$ cat config.mk
export PLATFORM = sky130hd
export DESIGN_NAME = fpu_vector_runner
export DESIGN_NICKNAME = d
export VERILOG_FILES = /design/src/rtl/fpu_vector_runner.sv
export SDC_FILE = /design/constraint.sdc
export NUM_CORES = 1
export LEC_CHECK = 0
export CAP_MARGIN = 20
export CORE_ASPECT_RATIO = 0.8
export CORE_MARGIN = 2
export CORE_UTILIZATION = 41
export CTS_CLUSTER_DIAMETER = 40
export CTS_CLUSTER_SIZE = 16
export DETAILED_ROUTE_END_ITERATION = 8
export DONT_BUFFER_PORTS = 1
export GPL_TIMING_DRIVEN = 0
export PLACE_DENSITY_LB_ADDON = 0.1
export SETUP_SLACK_MARGIN = 0.1
export SLEW_MARGIN = 10
export SYNTH_ARGS = -nofsm -noshare
export SYNTH_HDL_FRONTEND = slang
export SYNTH_SLANG_ARGS = --single-unit
export TNS_END_PERCENT = 1
$ cat constraint.sdc
create_clock -name i_clk -period 14.8 [get_ports i_clk]
set_input_delay 2.96 -clock i_clk [delete_from_list [all_inputs] [get_ports i_clk]]
set_output_delay 2.96 -clock i_clk [all_outputs]
set_load 0.1 [all_outputs]
$ cat src/rtl/fpu_vector_runner.sv
// fpu_vector_runner: run engine that steps a writable table of add/sub test
// vectors through a single-precision add/sub core. It checks each captured
// result and flag set against the expected values and keeps pass/fail
// statistics.
// Optional feature: define FPU_RUN_STOP_ON_FAIL_EN to end a run at the first
// mismatch instead of running every vector.
// Table entry layout:
//   {exp_flags[2:0]=ov,un,zero, exp_z[31:0], op, b[31:0], a[31:0]}
// Write addresses must be below N_VEC.

// Combinational single-precision add/subtract core.
// Rounding is round-to-nearest-even.
// Subnormal inputs are treated as zero.
// A result that would be subnormal is flushed to a signed zero with un=1.
// An exact cancellation returns +0.
module fpu_add_sub_top (
  input  logic [31:0] i_a,
  input  logic [31:0] i_b,
  input  logic        i_add_sub,
  output logic [31:0] o_z,
  output logic        o_ov,
  output logic        o_un,
  output logic        o_zero
);

  logic              sign_a, sign_b;
  logic [7:0]        exp_a, exp_b;
  logic [22:0]       frac_a, frac_b;
  logic              nan_a, nan_b, inf_a, inf_b;
  logic [30:0]       mag_a, mag_b;
  logic              swap;
  logic              sign_x, sign_y;
  logic [7:0]        exp_x, exp_y, exp_diff;
  logic [23:0]       man_x, man_y;
  logic [26:0]       ext_x, ext_y, shifted_y, lost_mask;
  logic [27:0]       sum;
  logic [4:0]        lz;
  logic              lz_found;
  logic [26:0]       norm;
  logic signed [9:0] exp_norm, exp_final;
  logic              round_up;
  logic [24:0]       man_rnd;

  // Align, add or subtract, normalise, round, then classify the result
  always_comb begin
    sign_a = i_a[31];
    sign_b = i_b[31] ^ i_add_sub;
    exp_a  = i_a[30:23];
    exp_b  = i_b[30:23];
    frac_a = i_a[22:0];
    frac_b = i_b[22:0];
    nan_a  = (exp_a == 8'hFF) && (frac_a != 23'd0);
    nan_b  = (exp_b == 8'hFF) && (frac_b != 23'd0);
    inf_a  = (exp_a == 8'hFF) && (frac_a == 23'd0);
    inf_b  = (exp_b == 8'hFF) && (frac_b == 23'd0);
    mag_a  = (exp_a == 8'd0) ? 31'd0 : i_a[30:0];
    mag_b  = (exp_b == 8'd0) ? 31'd0 : i_b[30:0];
    swap   = mag_b > mag_a;

    if (swap) begin
      sign_x = sign_b;
      exp_x  = exp_b;
      man_x  = (exp_b == 8'd0) ? 24'd0 : {1'b1, frac_b};
      sign_y = sign_a;
      exp_y  = exp_a;
      man_y  = (exp_a == 8'd0) ? 24'd0 : {1'b1, frac_a};
    end else begin
      sign_x = sign_a;
      exp_x  = exp_a;
      man_x  = (exp_a == 8'd0) ? 24'd0 : {1'b1, frac_a};
      sign_y = sign_b;
      exp_y  = exp_b;
      man_y  = (exp_b == 8'd0) ? 24'd0 : {1'b1, frac_b};
    end

    exp_diff  = exp_x - exp_y;
    ext_x     = {man_x, 3'b000};
    ext_y     = {man_y, 3'b000};
    lost_mask = 27'd0;
    if (exp_diff >= 8'd27) begin
      shifted_y = {26'd0, |man_y};
    end else begin
      shifted_y    = ext_y >> exp_diff;
      lost_mask    = (27'd1 << exp_diff) - 27'd1;
      shifted_y[0] = shifted_y[0] | (|(ext_y & lost_mask));
    end

    if (sign_x == sign_y) sum = {1'b0, ext_x} + {1'b0, shifted_y};
    else                  sum = {1'b0, ext_x} - {1'b0, shifted_y};

    lz       = 5'd0;
    lz_found = 1'b0;
    for (int i = 26; i >= 0; i--) begin
      if (!lz_found && sum[i]) begin
        lz       = 5'(26 - i);
        lz_found = 1'b1;
      end
    end

    if (sum[27]) begin
      norm     = {sum[27:2], sum[1] | sum[0]};
      exp_norm = $signed({2'b00, exp_x}) + 10'sd1;
    end else begin
      norm     = sum[26:0] << lz;
      exp_norm = $signed({2'b00, exp_x}) - $signed({5'd0, lz});
    end

    round_up  = norm[2] & (norm[1] | norm[0] | norm[3]);
    man_rnd   = {1'b0, norm[26:3]} + {24'd0, round_up};
    exp_final = man_rnd[24] ? exp_norm + 10'sd1 : exp_norm;

    o_z    = 32'd0;
    o_ov   = 1'b0;
    o_un   = 1'b0;
    o_zero = 1'b0;
    if (nan_a || nan_b || (inf_a && inf_b && (sign_a != sign_b))) begin
      o_z = 32'h7FC00000;
    end else if (inf_a) begin
      o_z = {sign_a, 8'hFF, 23'd0};
    end else if (inf_b) begin
      o_z = {sign_b, 8'hFF, 23'd0};
    end else if (sum == 28'd0) begin
      o_zero = 1'b1;
    end else if (exp_final >= 10'sd255) begin
      o_z  = {sign_x, 8'hFF, 23'd0};
      o_ov = 1'b1;
    end else if (exp_final <= 10'sd0) begin
      o_z    = {sign_x, 31'd0};
      o_un   = 1'b1;
      o_zero = 1'b1;
    end else begin
      o_z = {sign_x, exp_final[7:0], man_rnd[24] ? man_rnd[23:1] : man_rnd[22:0]};
    end
  end

endmodule

module fpu_vector_runner #(
  parameter int N_VEC    = 8,
  parameter int TICK_DIV = 4,
  parameter int CORE_LAT = 1,
  localparam int AW      = $clog2(N_VEC),
  localparam int CW      = $clog2(N_VEC + 1)
) (
  input  logic          i_clk,
  input  logic          i_rst,
  input  logic          i_start,
  input  logic          i_auto,
  input  logic          i_step,
  input  logic          i_wr_en,
  input  logic [AW-1:0] i_wr_addr,
  input  logic [99:0]   i_wr_data,
  output logic          o_wr_drop,
  output logic          o_busy,
  output logic          o_done,
  output logic [AW-1:0] o_idx,
  output logic [31:0]   o_z,
  output logic [2:0]    o_flags,
  output logic [CW-1:0] o_pass_cnt,
  output logic [CW-1:0] o_fail_cnt,
  output logic          o_any_fail,
  output logic [AW-1:0] o_first_fail
);

  localparam int CNT_MAX = (TICK_DIV > CORE_LAT) ? TICK_DIV : CORE_LAT;
  localparam int CNTW    = $clog2(CNT_MAX + 1);
  localparam logic [CNTW-1:0] LAT_LAST  = CNTW'(CORE_LAT - 1);
  localparam logic [CNTW-1:0] TICK_LAST = CNTW'(TICK_DIV - 1);
  localparam logic [AW-1:0]   IDX_LAST  = AW'(N_VEC - 1);

  typedef enum logic [2:0] {
    ST_IDLE, ST_FETCH, ST_EXEC, ST_CHECK, ST_WAIT, ST_DONE
  } state_t;

  state_t          state, next_state;
  logic [99:0]     vec_table [N_VEC];
  logic [99:0]     cur_vec;
  logic [31:0]     op_a, op_b;
  logic            op_sub;
  logic [31:0]     core_z;
  logic            core_ov, core_un, core_zero;
  logic [CNTW-1:0] cnt, cnt_next;
  logic            step_q, step_rise;
  logic            exp_match;
  logic            clear_run, load_ops, capture, do_check, advance;

  assign cur_vec   = vec_table[o_idx];
  assign step_rise = i_step & ~step_q;
  assign exp_match = (o_z == cur_vec[96:65]) && (o_flags == cur_vec[99:97]);
  assign o_busy    = (state == ST_FETCH) || (state == ST_EXEC) ||
                     (state == ST_CHECK) || (state == ST_WAIT);
  assign o_done    = (state == ST_DONE);
  assign o_wr_drop = i_wr_en & o_busy & ~i_rst;

  fpu_add_sub_top u_core (
    .i_a       (op_a),
    .i_b       (op_b),
    .i_add_sub (op_sub),
    .o_z       (core_z),
    .o_ov      (core_ov),
    .o_un      (core_un),
    .o_zero    (core_zero)
  );

  // Table RAM: not reset so the vectors survive i_rst; writes only when not running
  always_ff @(posedge i_clk) begin
    if (i_wr_en && ((state == ST_IDLE) || (state == ST_DONE)))
      vec_table[i_wr_addr] <= i_wr_data;
  end

  // FSM state register
  always_ff @(posedge i_clk) begin
    if (i_rst) state <= ST_IDLE;
    else       state <= next_state;
  end

  // Next-state logic and the datapath strobes for each state
  always_comb begin
    next_state = state;
    clear_run  = 1'b0;
    load_ops   = 1'b0;
    capture    = 1'b0;
    do_check   = 1'b0;
    advance    = 1'b0;
    cnt_next   = '0;
    case (state)
      ST_IDLE, ST_DONE: begin
        if (i_start) begin
          clear_run  = 1'b1;
          next_state = ST_FETCH;
        end
      end
      ST_FETCH: begin
        load_ops   = 1'b1;
        next_state = ST_EXEC;
      end
      ST_EXEC: begin
        if (cnt == LAT_LAST) begin
          capture    = 1'b1;
          next_state = ST_CHECK;
        end else begin
          cnt_next = cnt + CNTW'(1);
        end
      end
      ST_CHECK: begin
        do_check   = 1'b1;
        next_state = ST_WAIT;
`ifdef FPU_RUN_STOP_ON_FAIL_EN
        if (!exp_match) next_state = ST_DONE;
`endif
      end
      ST_WAIT: begin
        if ((i_auto && (cnt == TICK_LAST)) || (!i_auto && step_rise)) begin
          if (o_idx == IDX_LAST) begin
            next_state = ST_DONE;
          end else begin
            advance    = 1'b1;
            next_state = ST_FETCH;
          end
        end else if (i_auto) begin
          cnt_next = cnt + CNTW'(1);
        end
      end
      default: next_state = ST_IDLE;
    endcase
  end

  // Operand, capture, scoreboard and dwell-counter registers
  always_ff @(posedge i_clk) begin
    if (i_rst) begin
      cnt          <= '0;
      step_q       <= 1'b0;
      op_a         <= 32'd0;
      op_b         <= 32'd0;
      op_sub       <= 1'b0;
      o_idx        <= '0;
      o_z          <= 32'd0;
      o_flags      <= 3'd0;
      o_pass_cnt   <= '0;
      o_fail_cnt   <= '0;
      o_any_fail   <= 1'b0;
      o_first_fail <= '0;
    end else begin
      cnt    <= cnt_next;
      step_q <= i_step;
      if (clear_run) begin
        o_idx        <= '0;
        o_pass_cnt   <= '0;
        o_fail_cnt   <= '0;
        o_any_fail   <= 1'b0;
        o_first_fail <= '0;
      end
      if (load_ops) begin
        op_a   <= cur_vec[31:0];
        op_b   <= cur_vec[63:32];
        op_sub <= cur_vec[64];
      end
      if (capture) begin
        o_z     <= core_z;
        o_flags <= {core_ov, core_un, core_zero};
      end
      if (do_check) begin
        if (exp_match) begin
          o_pass_cnt <= o_pass_cnt + CW'(1);
        end else begin
          o_fail_cnt <= o_fail_cnt + CW'(1);
          if (!o_any_fail) begin
            o_any_fail   <= 1'b1;
            o_first_fail <= o_idx;
          end
        end
      end
      if (advance) o_idx <= o_idx + AW'(1);
    end
  end

endmodule

Word level (Yosys, flattened, before mapping)

Memory sizes are Yosys's and may differ from the RTL's. A register that Yosys moved wholly into a read port is not among the register bits.
Index checks and enable logic that the tools add are counted.

Flip-flop bits (word level): 122
RAM bits: 800
Output and inout port bits: 53
Word-level logic and storage cells: 272
Memories kept: 1

Memory list:

| memory    | words | width | read ports | clocked after memory_dff | wr ports | RTL line | source |
|---|---|---|---|---|---|---|---|
| vec_table | 8     | 100   | 1          | 1                        | 1        | 176      | `logic [99:0] vec_table [N_VEC];` |

Add/sub/neg operators: 12
Magnitude comparators: 4
Eq/ne operators: 16
Shift-type cells: 3
Muxes and demuxes: 127
Bitwise gates (word level): 12
Reduce and logical (&&, ||, !) cells: 84

Operators with widths:

| cell                                               | count |
|---|---|
| 2-to-1 mux 32 bit                                  | 4 |
| 2-to-1 mux 31 bit                                  | 4 |
| 2-to-1 mux 24 bit                                  | 4 |
| 2-to-1 mux 1 bit                                   | 59 |
| 2-to-1 mux 3 bit                                   | 19 |
| 2-to-1 mux 4 bit                                   | 14 |
| 2-to-1 mux 5 bit                                   | 11 |
| 2-to-1 mux 27 bit                                  | 2 |
| zero test 23 bit                                   | 2 |
| nonzero test 23 bit                                | 2 |
| logical AND 1 bit                                  | 36 |
| == test 32 bit                                     | 1 |
| > comparator 31 bit                                | 1 |
| adder 27 x 27 -> 28 bit                            | 1 |
| zero test 28 bit                                   | 1 |
| 2-to-1 mux 28 bit                                  | 1 |
| subtractor 27 x 27 -> 28 bit                       | 1 |
| AND 27 bit                                         | 1 |
| zero test 1 bit                                    | 27 |
| OR reduction 27 bit                                | 1 |
| << shifter 1 x 8 -> 27 bit, first input constant   | 1 |
| << shifter 27 x 5 -> 27 bit                        | 1 |
| right shift 27 x 8 -> 27 bit                       | 1 |
| subtractor 27 x 1 -> 27 bit, second input constant | 1 |
| 36 further kinds                                   | 62 |

Logic depth before layout (Yosys ltp)

Depth in word-level cells: 106
Mapped depth: 79

Cells and area by module

A second synthesis with hierarchy kept.

Cell total of the unflattened synthesis: 3832
Area total of the unflattened synthesis: 48027.3 um^2

By module, submodules not included:

| module            | instances | cells each | area each (um^2) |
|---|---|---|---|
| fpu_vector_runner | 1         | 1727       | 34738.3 |
| fpu_add_sub_top   | 1         | 2105       | 13289.0 |

Worst setup path before layout

Ideal clock, no wire load.

Kind: register to register
Start: register op_a[27]
End: register o_z[21]
Arrival time: 14.925 ns
Data required time: 14.681 ns
Slack: -0.244 ns
Stages on the path, launching flop included: 76
Buffers on the path: 18
Clock period less this slack: 15.044 ns
Cell sequence: dfxtp_1 -> clkbuf_1 -> nor4_1 -> nand2_1 -> clkbuf_1 -> buf_1 -> buf_1 -> nand2_1 -> ha_1 -> nand4_1 -> nor4_2 -> a21boi_2 -> o21ai_1 -> buf_4 -> nand2_4 -> buf_4 -> buf_2 -> buf_2 -> (+40 left out) -> ha_1 -> nor2b_1 -> o21ai_0 -> nand2b_1 -> xnor2_1 -> a21oi_1 -> nor2b_1 -> nand2_1 -> nor2_1 -> nand2_1 -> nor3_1 -> a41oi_1 -> or3_1 -> a221o_1 -> o211ai_2 -> nor2_2 -> buf_6 -> a32o_1

Longest elaborated chain between the ends: 106

Ends and longest elaborated chain:

| element                       | RTL line   | source |
|---|---|---|
| start: declaration            | 178        | `logic [31:0] op_a, op_b;` |
| start signal: assignment      | 294        | `op_a <= cur_vec[31:0];` |
| zero test 8 bit               | 56, 66, 70 |  |
| 2-to-1 mux 31 bit             | 56         | `mag_a = (exp_a == 8'd0) ? 31'd0 : i_a[30:0];` |
| > comparator 31 bit           | 58         | `swap = mag_b > mag_a;` |
| 2-to-1 mux 8 bit              | 60         | `if (swap) begin` |
| subtractor 8 bit              | 76         | `exp_diff = exp_x - exp_y;` |
| << shifter 1 x 8 -> 27 bit    | 84         | `lost_mask = (27'd1 << exp_diff) - 27'd1;` |
| subtractor 27 x 1 -> 27 bit   | 84         |  |
| AND 27 bit                    | 85         | `shifted_y[0] = shifted_y[0] \| (\|(ext_y & lost_mask));` |
| (+90 left out)                | --         |  |
| 2-to-1 mux 10 bit             | 110        | `exp_final = man_rnd[24] ? exp_norm + 10'sd1 : exp_norm;` |
| <= comparator 10 x 1 -> 1 bit | 127        | `end else if (exp_final <= 10'sd0) begin` |
| 2-to-1 mux 31 bit             | 127        |  |
| 2-to-1 mux 31 bit             | 124        | `end else if (exp_final >= 10'sd255) begin` |
| 2-to-1 mux 32 bit             | 122        | `end else if (sum == 28'd0) begin` |
| 2-to-1 mux 32 bit             | 120        | `end else if (inf_b) begin` |
| 2-to-1 mux 32 bit             | 118        | `end else if (inf_a) begin` |
| 2-to-1 mux 32 bit *           | 116        | `if (nan_a \|\| nan_b \|\| (inf_a && inf_b && (sign_a != sign_b))) begin` |
| end signal: assignment        | 299        | `o_z <= core_z;` |
| end: declaration              | 157        | `output logic [31:0] o_z,` |

Every way passes the cells marked *; elsewhere a longest branch is shown, timed or not.
A chain may end at the register's enable or synchronous reset.

Worst setup path in the final report

Start: register op_b[30]
End: register o_z[15]

Longest elaborated chain between the ends: 106

Ends and longest elaborated chain:

| element                       | RTL line   | source |
|---|---|---|
| start: declaration            | 178        |  |
| start signal: assignment      | 295        | `op_b <= cur_vec[63:32];` |
| zero test 8 bit               | 57, 63, 73 |  |
| 2-to-1 mux 31 bit             | 57         | `mag_b = (exp_b == 8'd0) ? 31'd0 : i_b[30:0];` |
| > comparator 31 bit           | 58         |  |
| 2-to-1 mux 8 bit              | 60         |  |
| subtractor 8 bit              | 76         |  |
| << shifter 1 x 8 -> 27 bit    | 84         |  |
| subtractor 27 x 1 -> 27 bit   | 84         |  |
| AND 27 bit                    | 85         |  |
| (+90 left out)                | --         |  |
| 2-to-1 mux 10 bit             | 110        |  |
| <= comparator 10 x 1 -> 1 bit | 127        |  |
| 2-to-1 mux 31 bit             | 127        |  |
| 2-to-1 mux 31 bit             | 124        |  |
| 2-to-1 mux 32 bit             | 122        |  |
| 2-to-1 mux 32 bit             | 120        |  |
| 2-to-1 mux 32 bit             | 118        |  |
| 2-to-1 mux 32 bit *           | 116        |  |

Marked as above.

==> flow_summary.yaml <==
timing:
  post-route-period-util: 0.957
  fmax_mhz: 70.6
  hold_viol_final: 0
  maxSlewViolCount: 0
  tightest_slew_ns: 1.27
  period_needed_ns: 14.17
  setup_viol: 0
  rsz0062_at_grt: "true"
  tns_ns: 0
  skew_ns: 0.0541
  relSlewSlack: 0.145
yosys:
  synth_seq_area_share: 0.561
  synth-edff-count: 800
  synth_top_area_share: 0.508
  synth_warnings: 0
  ys_ff_latch: 925
  synth_flop_cell: "edfxtp_1"
  synthesis.nets: 3932
  synth_area_leader_cell: "edfxtp_1"
  postSynthAreaPerCell_um2: 12.7
  synth_cell_types: 124
  netlist_top_cells_area: "edfxtp_1, mux4_2, dfxtp_1"
  postSynthCellCount: 3725
  ys_async_sr_fraction: 0
  syn_area_um2: 47300
critical_path:
  path_buf_inv: 21
  crit_fanout: 19
  cp_data_arrival_time_ns: 14.72
  startpoint: "op_b[30]"
  cp-end-kind: "register"
  start_kind: "register"
  timing.rr.start: "op_b[30]"
  cp_data_required_time_ns: 15.35
  max_stage_delay_ns: 0.52
  cpLargestDelayFamily: "compound AO/OA/AOI/OAI gates"
  crit_slowest_cell: "or4_1"
  path_common_cell: "buf_6"
  crit_type: "reg -> reg"
die:
  die_x_um: 384
  die_area_um2: 118000
  placementRows: 111
  die_h_um: 308
  start_util: 0.413
  core_area_um2: 114000
  num_io_pins: 162
finish:
  stdcell_area_um2: 55500
  area_growth_pct: 17.3
  nets: 4173
  diodes: 0
  drive_gt1_frac: 0.200
  fillers: 10300
place:
  hpwl_mm: 115
  gp_congestion: 1.01
  io_buffers: 0
  place_area_um2: 50400
clock_tree:
  cts_sinks: 925
  root_buffer: "clkbuf_16"
  htree_num_levels: 3
  clk_path_buf_depth: 3
  insertion_delay_ns: 0.70
  cts_hold_buf: 0
  cts_tree: "done"
  cts_buffers: 105
  clkSlewWorstSetupHoldPaths_ns: 0.06
drt:
  wire_per_inst_um: 27.5
  first_pass_iters: 6
  drc: 0
  drtIter0Drc: 3798
  num_vias: 33600
  ant_nets: 0
  wirelength_mm: 154
  viasPerCell: 6.02
grt:
  grt-ovfl-total: 0
  antenna_found_initial: 2
  grt_pass1_vias: 32300
  globalRouteTotalUtil: 0.257
  grt_pass1_wl_mm: 224
  grt_max_degree: 23
power:
  powerDensity_nw_per_um2: 242
  leakage_uw: 0.0185
  vdd_drop_max_v: 0.000200
hold_path:
  hp-start: "cnt[0]"
  worstHoldPathType: "reg -> reg"
run:
  cap_viol_max_count: 0
outcome:
  outcome: "finished clean"
-- state kept, by name (all words and copies together), names as in the netlist, 4 cells and up, named ones only --
register,count
o_pass_cnt,4
o_z,32
o_fail_cnt,4
vec_table,800
op_b,32
op_a,32
-- metal layers --
metal	track usage	vias up	share of wire
met5	0	-	0.000085
met4	0.0506	2	0.020
met3	0.0566	218	0.085
met2	0.364	1279	0.42
met1	0.401	17100	0.47
li1	-	15000	-
-- final timing paths --
check | slack, ns | depth (start not counted) | end
worst min register to register | 0.45 | 1 | cnt[0]
worst max-delay path | 0.63 | 70 | o_z[15]
worst min-delay path | 0.45 | 1 | cnt[0]
worst max register to register | 0.63 | 70 | o_z[15]
-- through the flow --
stage,power [µW],util,setup WS [ns],instances,hold WS [ns]
6_report,13400,0.485,0.629,5577,0.450
5_1_grt,14000,0.485,0.0305,5577,0.484
4_1_cts,12700,0.478,0.113,5537,0.451
3_5_place_dp,9710,0.440,-4.71,5324,0.442
3_3_place_gp,9810,0.430,-4.89,5250,0.430
2_1_floorplan,7600,-,0.148,3725,0.417
-- what timing repair did --
action | in CTS | in global routing
hold endpoints to repair | 0 | 0
resized for setup | 150 | 132
gates cloned | 0 | 0
pin swaps | 20 | 41
endpoints found under the setup margin | 35 | 34
setup buffers | 22 | 33
-- cell type report --
| type | instances | area, µm² | share of cell area |
|---|---|---|---|
| Buffer | 221 | 1230 | 0.0222 |
| Sequential cell | 925 | 26500 | 0.478 |
| Tap cell | 1525 | 1910 | 0.0344 |
| Multi-Input combinational cell | 2469 | 20200 | 0.364 |
| Timing Repair Buffer | 137 | 1630 | 0.0295 |
| Inverter | 107 | 402 | 0.00724 |
| Clock inverter | 82 | 905 | 0.0163 |
| Clock buffer | 111 | 2670 | 0.0481 |
-- synthesized netlist by cell type, types with 50 or more instances --
cell type	count
nor2_1	280
a21oi_1	204
edfxtp_1	800
and2_1	50
nand3_1	97
mux2i_1	161
o21ai_0	140
a211oi_1	90
xnor2_1	71
dfxtp_1	125
inv_1	103
nand2_1	314
clkbuf_1	136
nor3_1	81
mux4_2	204
ha_1	96
-- layout by cell type (no fill, tap or decap), types with 21 or more instances in the layout --
master,Yosys,routed
dfxtp_1,125,118
and3_1,37,34
nor2_1,280,264
nand3_1,97,95
mux4_2,204,204
nand4_1,33,33
xnor2_1,71,65
buf_6,4,34
a21oi_1,204,194
clkbuf_16,0,107
edfxtp_1,800,800
buf_2,37,27
a31oi_1,24,23
nand2b_1,31,31
or3_1,22,22
mux2i_1,161,159
xor2_1,36,35
clkbuf_1,136,115
ha_1,96,93
and2_1,50,45
o21ai_0,140,126
inv_1,103,98
buf_1,35,33
nor2b_1,26,25
nor4_1,35,29
buf_4,12,88
nand2_1,314,306
buf_12,0,28
o211ai_1,21,21
nor3_1,81,74
o31ai_1,26,22
a211oi_1,90,86
-- where the power goes --
group	switching [µW]	internal, µW	leakage, µW
Clock	1080	1550	0.00172
Sequential	375	2940	0.00826
Combinational	4890	2560	0.00849
-- worst register-to-register path: cells and delay by family, from the launching register on --
family          cells  cell delay, ns
compound gates     24            4.88
xor+xnor            1            0.41
fa+ha+maj           5            1.52
buf+inv            21            3.25
flops               1            0.29
mux                 1            0.14
simple gates       18            3.54
-- cells by family after synthesis --
family                   after synthesis  share of synthesized area
AO/OA/AOI/OAI                        791                      0.115
XOR/XNOR                             107                     0.0198
adder cells (fa/ha/maj)              100                     0.0267
buffers and inverters                331                     0.0288
flip-flops                           925                      0.561
multiplexers                         380                      0.135
AND/OR/NAND/NOR                     1091                      0.114
(Power assumes the default switching activity.)
